$ cat src/rtl/fifo_rx_fct_if.sv
// Receive buffer <-> receiver/host/transmitter signal bundle.
// master drives link state, writes, pops and FCT acks; slave is the buffer.
interface fifo_rx_fct_if #(
    parameter int DWIDTH = 9,
    parameter int AWIDTH = 6
);
    logic              link_run;
    logic              wr_en;
    logic [DWIDTH-1:0] data_in;
    logic              rd_en;
    logic [DWIDTH-1:0] data_out;
    logic              data_valid;
    logic              f_full;
    logic              f_empty;
    logic [AWIDTH:0]   counter;
    logic [AWIDTH-1:0] credit;
    logic              fct_req;
    logic              fct_ack;
    logic              overflow;
    logic              credit_err;

    modport master (
        output link_run, wr_en, data_in, rd_en, fct_ack,
        input  data_out, data_valid, f_full, f_empty, counter, credit,
               fct_req, overflow, credit_err
    );

    modport slave (
        input  link_run, wr_en, data_in, rd_en, fct_ack,
        output data_out, data_valid, f_full, f_empty, counter, credit,
               fct_req, overflow, credit_err
    );
endinterface

$ cat src/rtl/fifo_rx_fct.sv
// SpaceWire receive N-Char FIFO with flow-control credit tracking.
// Holds received characters for the host and asks the transmitter for an
// FCT whenever another 8 characters of buffer space can be promised.
module fifo_rx_fct #(
    parameter int DWIDTH = 9,
    parameter int AWIDTH = 6
) (
    input  logic            clock,
    input  logic            reset,
    fifo_rx_fct_if.slave    bus
);
    localparam int DEPTH = 1 << AWIDTH;
    localparam int GRANT = 8;

    typedef enum logic {IDLE = 1'b0, REQ = 1'b1} fct_state_t;

    logic [DWIDTH-1:0] mem [DEPTH];
    logic [AWIDTH-1:0] wr_ptr, rd_ptr;
    fct_state_t        state, state_nxt;

    logic              wr_acc, rd_acc, ack_take, grant_ok;
    logic [AWIDTH:0]   cnt_nxt;
    logic [AWIDTH:0]   credit_add;
    logic [AWIDTH-1:0] credit_nxt;
    logic [AWIDTH+1:0] occupied;

    // Acceptance: a full FIFO still takes a write when a pop frees the slot
    // in the same cycle; an empty FIFO never reads through a same-cycle write.
    always_comb begin
        wr_acc  = bus.wr_en & (~bus.f_full | bus.rd_en);
        rd_acc  = bus.rd_en & ~bus.f_empty;
        cnt_nxt = bus.counter + (AWIDTH+1)'(wr_acc) - (AWIDTH+1)'(rd_acc);
    end

    // Credit: +8 on an acknowledged FCT, -1 per received char (floor 0),
    // and wiped whenever the link leaves Run.
    always_comb begin
        ack_take   = (state == REQ) & bus.fct_ack & bus.link_run;
        credit_add = {1'b0, bus.credit} + (ack_take ? (AWIDTH+1)'(GRANT) : '0);
        if (bus.wr_en && credit_add != '0)
            credit_add = credit_add - 1'b1;
        credit_nxt = bus.link_run ? credit_add[AWIDTH-1:0] : '0;
    end

    // Another FCT may be promised when 8 free slots remain beyond what is
    // stored plus already promised, and credit stays within 56 afterwards.
    always_comb begin
        occupied = {1'b0, bus.counter} + {2'b00, bus.credit};
        grant_ok = bus.link_run
                 & (occupied <= (AWIDTH+2)'(DEPTH - GRANT))
                 & (bus.credit <= AWIDTH'(DEPTH - 2 * GRANT));
    end

    // FCT state register.
    always_ff @(posedge clock) begin
        if (!reset) state <= IDLE;
        else        state <= state_nxt;
    end

    // FCT next-state: link drop abandons a pending request without credit.
    always_comb begin
        state_nxt = state;
        case (state)
            IDLE: if (grant_ok)                        state_nxt = REQ;
            REQ:  if (!bus.link_run || bus.fct_ack)    state_nxt = IDLE;
            default:                                   state_nxt = IDLE;
        endcase
    end

    // FCT output decode.
    always_comb begin
        bus.fct_req = (state == REQ);
    end

    // Storage array; contents are not reset.
    always_ff @(posedge clock) begin
        if (wr_acc) mem[wr_ptr] <= bus.data_in;
    end

    // Pointers, count, flags, popped word and credit bookkeeping.
    always_ff @(posedge clock) begin
        if (!reset) begin
            wr_ptr         <= '0;
            rd_ptr         <= '0;
            bus.counter    <= '0;
            bus.f_full     <= 1'b0;
            bus.f_empty    <= 1'b1;
            bus.data_out   <= '0;
            bus.data_valid <= 1'b0;
            bus.credit     <= '0;
            bus.overflow   <= 1'b0;
            bus.credit_err <= 1'b0;
        end else begin
            if (wr_acc) wr_ptr <= wr_ptr + AWIDTH'(1);
            if (rd_acc) begin
                rd_ptr       <= rd_ptr + AWIDTH'(1);
                bus.data_out <= mem[rd_ptr];
            end
            bus.data_valid <= rd_acc;
            bus.counter    <= cnt_nxt;
            bus.f_full     <= (cnt_nxt == (AWIDTH+1)'(DEPTH));
            bus.f_empty    <= (cnt_nxt == '0);
            bus.credit     <= credit_nxt;
            if (bus.wr_en && !wr_acc)             bus.overflow   <= 1'b1;
            if (bus.wr_en && bus.credit == '0)    bus.credit_err <= 1'b1;
        end
    end
endmodule
$ cat src/flat_wrapper.sv
// flat-port wrapper written by rule: the top's interface ports become plain ports
module fifo_rx_fct_flat 
#(
    parameter int DWIDTH = 9,
    parameter int AWIDTH = 6
)
  (clock, reset, bus_link_run, bus_wr_en, bus_data_in, bus_rd_en, bus_fct_ack, bus_data_out, bus_data_valid, bus_f_full, bus_f_empty, bus_counter, bus_credit, bus_fct_req, bus_overflow, bus_credit_err);
  fifo_rx_fct_if #(.DWIDTH(DWIDTH), .AWIDTH(AWIDTH)) bus_i ();
  input  logic clock;
  input  logic reset;
  input wire logic [$bits(bus_i.link_run)-1:0] bus_link_run;
  input wire logic [$bits(bus_i.wr_en)-1:0] bus_wr_en;
  input wire logic [$bits(bus_i.data_in)-1:0] bus_data_in;
  input wire logic [$bits(bus_i.rd_en)-1:0] bus_rd_en;
  input wire logic [$bits(bus_i.fct_ack)-1:0] bus_fct_ack;
  output wire logic [$bits(bus_i.data_out)-1:0] bus_data_out;
  output wire logic [$bits(bus_i.data_valid)-1:0] bus_data_valid;
  output wire logic [$bits(bus_i.f_full)-1:0] bus_f_full;
  output wire logic [$bits(bus_i.f_empty)-1:0] bus_f_empty;
  output wire logic [$bits(bus_i.counter)-1:0] bus_counter;
  output wire logic [$bits(bus_i.credit)-1:0] bus_credit;
  output wire logic [$bits(bus_i.fct_req)-1:0] bus_fct_req;
  output wire logic [$bits(bus_i.overflow)-1:0] bus_overflow;
  output wire logic [$bits(bus_i.credit_err)-1:0] bus_credit_err;
  assign bus_i.link_run = bus_link_run;
  assign bus_i.wr_en = bus_wr_en;
  assign bus_i.data_in = bus_data_in;
  assign bus_i.rd_en = bus_rd_en;
  assign bus_i.fct_ack = bus_fct_ack;
  assign bus_data_out = bus_i.data_out;
  assign bus_data_valid = bus_i.data_valid;
  assign bus_f_full = bus_i.f_full;
  assign bus_f_empty = bus_i.f_empty;
  assign bus_counter = bus_i.counter;
  assign bus_credit = bus_i.credit;
  assign bus_fct_req = bus_i.fct_req;
  assign bus_overflow = bus_i.overflow;
  assign bus_credit_err = bus_i.credit_err;
  fifo_rx_fct #(.DWIDTH(DWIDTH), .AWIDTH(AWIDTH)) u_core (.clock(clock), .reset(reset), .bus(bus_i));
endmodule
$ cat config.mk
export PLATFORM = sky130hd
export DESIGN_NAME = fifo_rx_fct_flat
export DESIGN_NICKNAME = d
export VERILOG_FILES = /design/src/rtl/fifo_rx_fct_if.sv /design/src/rtl/fifo_rx_fct.sv /design/src/flat_wrapper.sv
export SDC_FILE = /design/constraint.sdc
export NUM_CORES = 1
export LEC_CHECK = 0
export ABC_AREA = 1
export BUFFER_PORTS_ARGS = -buffer_cell sky130_fd_sc_hd__clkbuf_2
export CAP_MARGIN = 20
export CELL_PAD_IN_SITES_DETAIL_PLACEMENT = 0
export CELL_PAD_IN_SITES_GLOBAL_PLACEMENT = 1
export CORE_MARGIN = 3
export CORE_UTILIZATION = 54
export CTS_CLUSTER_DIAMETER = 40
export CTS_CLUSTER_SIZE = 16
export DETAILED_ROUTE_END_ITERATION = 8
export HOLD_SLACK_MARGIN = 0.12
export PLACE_DENSITY = 0.86
export SYNTH_ARGS = -nofsm -noshare
export SYNTH_HDL_FRONTEND = slang
export SYNTH_SLANG_ARGS = --single-unit
export TNS_END_PERCENT = 5
$ cat constraint.sdc
create_clock -name clock -period 5.95 [get_ports clock]
set_input_delay 1.19 -clock clock [delete_from_list [all_inputs] [get_ports clock]]
set_output_delay 1.19 -clock clock [all_outputs]
set_load 0.01 [all_outputs]
======== After elaboration in Yosys (flattened, before gate mapping) ========
Memories as Yosys holds them, arrays and structs flattened. A register that Yosys moved wholly into a read port is not among the register bits.
Cells that the tools add are included.
storage, ports and cells
  flip-flop bits (word level) ............. 31
  bits in writable memories ............... 576
  bits of input ports ..................... 15
  logic and storage cells ................. 49
  memories kept ........................... 1
cells by class
  $add $sub $neg .......................... 7
  $lt $le $gt $ge ......................... 2
  equal/unequal tests ..................... 1
  muxes and demuxes ....................... 7
  bitwise operators ....................... 10
  reductions and logical operators ........ 11
memories
  name        words  width  rd ports  clocked after Yosys merged registers in  write ports  RTL line           source
  u_core.mem  64     9      1         1                                        1            fifo_rx_fct.sv:17  logic [DWIDTH-1:0] mem [DEPTH];
operators with widths
  cell                   count
  $add A6 B1 Y6 const B  2
  $add A7 B6 Y8          1
  $le A8 B6 Y1 const B   1
  $add A6 B4 Y7          1
  $add A7 B1 Y7          1
  $eq A7 B7 Y1 const B   1
  $logic_not A7 Y1       1
  $reduce_bool A7 Y1     1
  $sub A7 B1 Y7          1
  $and A1 B1 Y1          6
  $le A6 B6 Y1 const B   1
  $logic_not A6 Y1       1
  $mux W6                1
  $sub A6 B1 Y6 const B  1
  $mux W1                4
  $mux W4                1
  $logic_and A1 B1 Y1    3
  $logic_not A1 Y1       3
  $not A1 Y1             3
  $pmux W1 S2            1
  $reduce_and A2 Y1      1
  $logic_or A1 B1 Y1     1
  $or A1 B1 Y1           1

======== Longest topological paths before layout ========
  depth after elaboration ................. 7
  mapped depth ............................ 19
  mapped depth without buffers ............ 17

======== Worst setup path before layout ========
Ideal clock, no wire load.
  kind .................................... input to register
  start ................................... input bus_rd_en
  end ..................................... register u_core.bus.f_empty
  library setup time ...................... 74 ps
  arrival time ............................ 3551 ps
  slack ................................... 2325 ps
  stages .................................. 18
  path buffers ............................ 2
  cells stage by stage .................... inv_1 or2_2 clkbuf_1 inv_1 clkbuf_1 ha_1 inv_1 ha_1 fa_1 nand3_1 nand3_1 nand2_1 nand2_1 a21oi_1 inv_1 nand2_1 nand3_1 o21ai_0
between the ends
  elaborated cells between the ends (all ways) .. 6
  classes of those cells .................. add/sub: 2; bitwise: 3; reduce/logical: 1
RTL lines
  element                 RTL line              source
  start: declaration      flat_wrapper.sv:14    input wire logic [$bits(bus_i.rd_en)-1:0] bus_rd_en;
  $and A1 B1 Y1           fifo_rx_fct.sv:31     rd_acc = bus.rd_en & ~bus.f_empty;
  net u_core.rd_acc       fifo_rx_fct.sv:21     logic wr_acc, rd_acc, ack_take, grant_ok;
  $sub A7 B1 Y7           fifo_rx_fct.sv:32     cnt_nxt = bus.counter + (AWIDTH+1)'(wr_acc) - (AWIDTH+1)'(rd_acc);
  $logic_not A7 Y1        fifo_rx_fct.sv:102    bus.f_empty <= (cnt_nxt == '0);
  end signal: assignment  fifo_rx_fct.sv:102
  end: declaration        fifo_rx_fct_if.sv:30  output data_out, data_valid, f_full, f_empty, counter, credit,
The timed path passes the listed nets, and every way through them passes these cells.
A chain may end at the register's enable or synchronous reset.

==> metrics.md <==
| Metric | Value |
|---|---|
| Post-cts resize count | `0` |
| Mapped Cells | `2,538` |
| Flop pwr share | `45.6%` |
| Setup repair after global routing missed its margin | `no` |
| Die Footprint | `51,500 sq um` |
| Mean Syn Cell Area | `10.4 sq um` |
| Row count | `80` |
| Worst hold slack | `0.459 ns` |
| DR pass1 iterations | `6` |
| Port Buffer Count | `42` |
| Critical path class | `flop to flop` |
| Setup violators final | `0` |
| Largest family of logic cells by synthesized area | `simple AND/OR/NAND/NOR gates` |
| Clock power frac | `44.4%` |
| Largest cells by area after synthesis | `edfxtp_1 66%, nand2_1 11%, nand3_1 6.4%` |
| Syn Nets | `2,573` |
| Ys Warns | `0` |
| Clock sinks | `616` |
| Clk buf depth | `3` |
| Slew Viols, Final | `0` |
| WP data required | `6.47 ns` |
| Die Wd | `227 um` |
| Worst-case clock skew | `0.0338 ns` |
| CTS tree | `built` |
| Gr usage total | `26.6%` |
| Library cells used by synthesis | `32` |
| Leak | `11.7 nW` |
| Setup Buffers After CTS | `0` |
| Most common cell after layout, fill and taps aside | `nand2_1` |
| Layout Nets | `2,592` |
| RD Place Congestion | `0.860` |
| Number of global-route vias before repair | `17,580` |
| Core box area | `47,900 sq um` |
| DRC | `0` |
| Area leader, netlist | `edfxtp_1` |
| Mux cell area share after synthesis | `0%` |
| Maxcap violations | `0` |
| Switching portion of total power | `25.8%` |
| Compound-Gate Fraction of Synth Area | `2.09%` |
| FMAX | `275 MHz` |
| Status | `completed` |
| Final setup TNS | `0 ns` |
| Clk pin slew, worst setup/hold paths | `0.06 ns` |
| Most frequent cells in the layout | `778 x nand2_1, 576 x edfxtp_1, 337 x nand3_1` |
| Rel. slew slack | `24.6%` |
| Drt initial violations | `2,120` |
| Reg2reg setup slack | `2.31 ns` |
| Xor and xnor area share after synthesis | `0.233%` |
| Global-route wire length before repair | `102,000 um` |
| PwrDens | `360 nW/um^2` |
| Crit Path Max Fanout | `154` |
| Count of final hold-check violations | `0` |
| VDD IR-drop max | `0.265 mV` |
| Worst Tran Pin Value | `1.13 ns` |
| Hold_buf cts | `0` |
| Crit path arrival time | `4.17 ns` |
| WL final | `67,100 um` |
| Cell-internal power | `0.00789 W` |
| HPWL Detailed | `39,800 um` |
| Synth Area in Simple Gates | `22.1%` |
| Final ANT Viol Nets | `0` |
| Min Tclk post-route | `3.64 ns` |
| Cell Area, Synth | `26,400 sq um` |
| Largest net degree at the start of global routing | `155` |
| Vias per cell | `5.59` |
| Crit start category | `flop` |
| Period utilisation layout | `61.2%` |
| Global route overflow | `0` |
| Root buffer cell | `clkbuf_16` |
| Worst hold path class | `flop to flop` |
| Worst-skew pair later-pin latency | `0.62 ns` |
| DR vias | `18,097` |
| Combinational power share | `9.9%` |
| Die H | `227 um` |
| Synth top area share | `65.6%` |
| Layout cells sized above 1 | `7.59%` |
| Area Growth Syn to Fin | `12.2%` |
| Routed len/inst | `20.7 um` |
| Initial core utilization | `55.0%` |
| Overall power | `0.0106 W` |
| I/O pin cnt | `43` |
| Area share of fa/ha/maj cells after synthesis | `1.01%` |
| H-tree depth | `3` |
| Sequential-to-total area share from yosys stat | `68.7%` |
| Antenna violations before repair | `2` |
| Synth Register Bits | `616` |
| CP endpoint kind | `flop` |
| Psw | `0.00275 W` |
| TritonCTS buffer count | `78` |
per-stage QoR:
step | cells | area (sq um) | worst slack, ns | util [%]
floorplan | 2538 | 26400 | 2.32 | -
CTS | 3235 | 29500 | 2.49 | 61.6
finish | 3237 | 29600 | 2.31 | 61.7
global route | 3236 | 29600 | 2.02 | 61.7
detailed placement | 3091 | 26900 | 1.88 | 56.1
global placement | 3090 | 26900 | 1.93 | 56.1
logic make-up (layout without fill, tap and decap cells):
logic type / count (synthesis) / count (layout)
AND/OR/NAND/NOR: 1417 / 1417
buffers and inverters: 370 / 453
AO/OA/AOI/OAI: 108 / 108
adder cells (fa/ha/maj): 20 / 20
XOR/XNOR: 7 / 7
flip-flops: 616 / 616
other: 0 / 1
worst max-delay path, cell delays in order, from the launching register on:
cell,delay (ns)
dfxtp_4,0.84
buf_12,0.49
buf_4,0.83
nand2_1,0.12
nand3_1,0.11
nand2_1,0.08
nand2_1,0.09
nand2_1,0.10
nor2_1,0.21
nand2_1,0.07
nand3_1,0.07
nand3_1,0.08
nand2_1,0.08
inv_1,0.04
power by group through the flow:
stage | clock, W | sequential, W | combinational, W
after global placement | 0 | 0.00495 | 0.00103
after detailed placement | 0 | 0.00495 | 0.00104
after floorplan | 0 | 0.00492 | 0.000713
after global routing | 0.00495 | 0.00486 | 0.00118
final | 0.00473 | 0.00486 | 0.00105
after CTS | 0.00477 | 0.00485 | 0.00105
registers in the layout, summed over array words and instances (netlist names):
| signal | cells |
|---|---|
| u_core.bus.counter | 7 |
| u_core.bus.credit | 6 |
| u_core.bus.credit_err | 1 |
| u_core.bus.data_out | 9 |
| u_core.bus.data_valid | 1 |
| u_core.bus.f_empty | 1 |
| u_core.bus.f_full | 1 |
| u_core.bus.fct_req | 1 |
| u_core.bus.overflow | 1 |
| u_core.mem | 576 |
| u_core.rd_ptr | 6 |
| u_core.wr_ptr | 6 |
per-layer routing:
layer,track usage (%),up-vias,part of all wire (%)
li1,-,8487,-
met1,37.9,8635,41
met2,40.2,828,45
met3,6.62,147,10
met4,9.70,0,3.3
met5,0,-,0
Yosys cell counts (all sizes together):
cell type  instances
clkinv             3
o21ai             58
ha                18
a31oi              1
buf               79
dfxtp             40
clkbuf            46
or2                2
edfxtp           576
xor2               4
nand4              7
nor4               2
nand2            778
and3              10
a211oi             2
fa                 2
o21a               2
xnor2              3
nand3            337
a21oi             45
inv              242
nor3b              3
nor2             266
nor3              11
nand3b             1
area by class of cell:
class,instances,area (sq um)
Clock buffer,88,2030
Clock inverter,56,598
Multi-Input combinational cell,1552,6710
Fill cell,3820,18400
Antenna cell,1,2.50
Timing Repair Buffer,64,420
Tap cell,615,769
Sequential cell,616,18100
Inverter,245,930
path summary, 6_finish.rpt:
path | from | end | depth (start not counted)
hold / removal | u_core.bus.credit_err | u_core.bus.credit_err | 2
setup reg to reg | u_core.rd_ptr[0] | u_core.bus.data_out[7] | 13
hold reg to reg | u_core.bus.credit_err | u_core.bus.credit_err | 2
setup / recovery | u_core.rd_ptr[0] | u_core.bus.data_out[7] | 13
(Power assumes the default switching activity.)
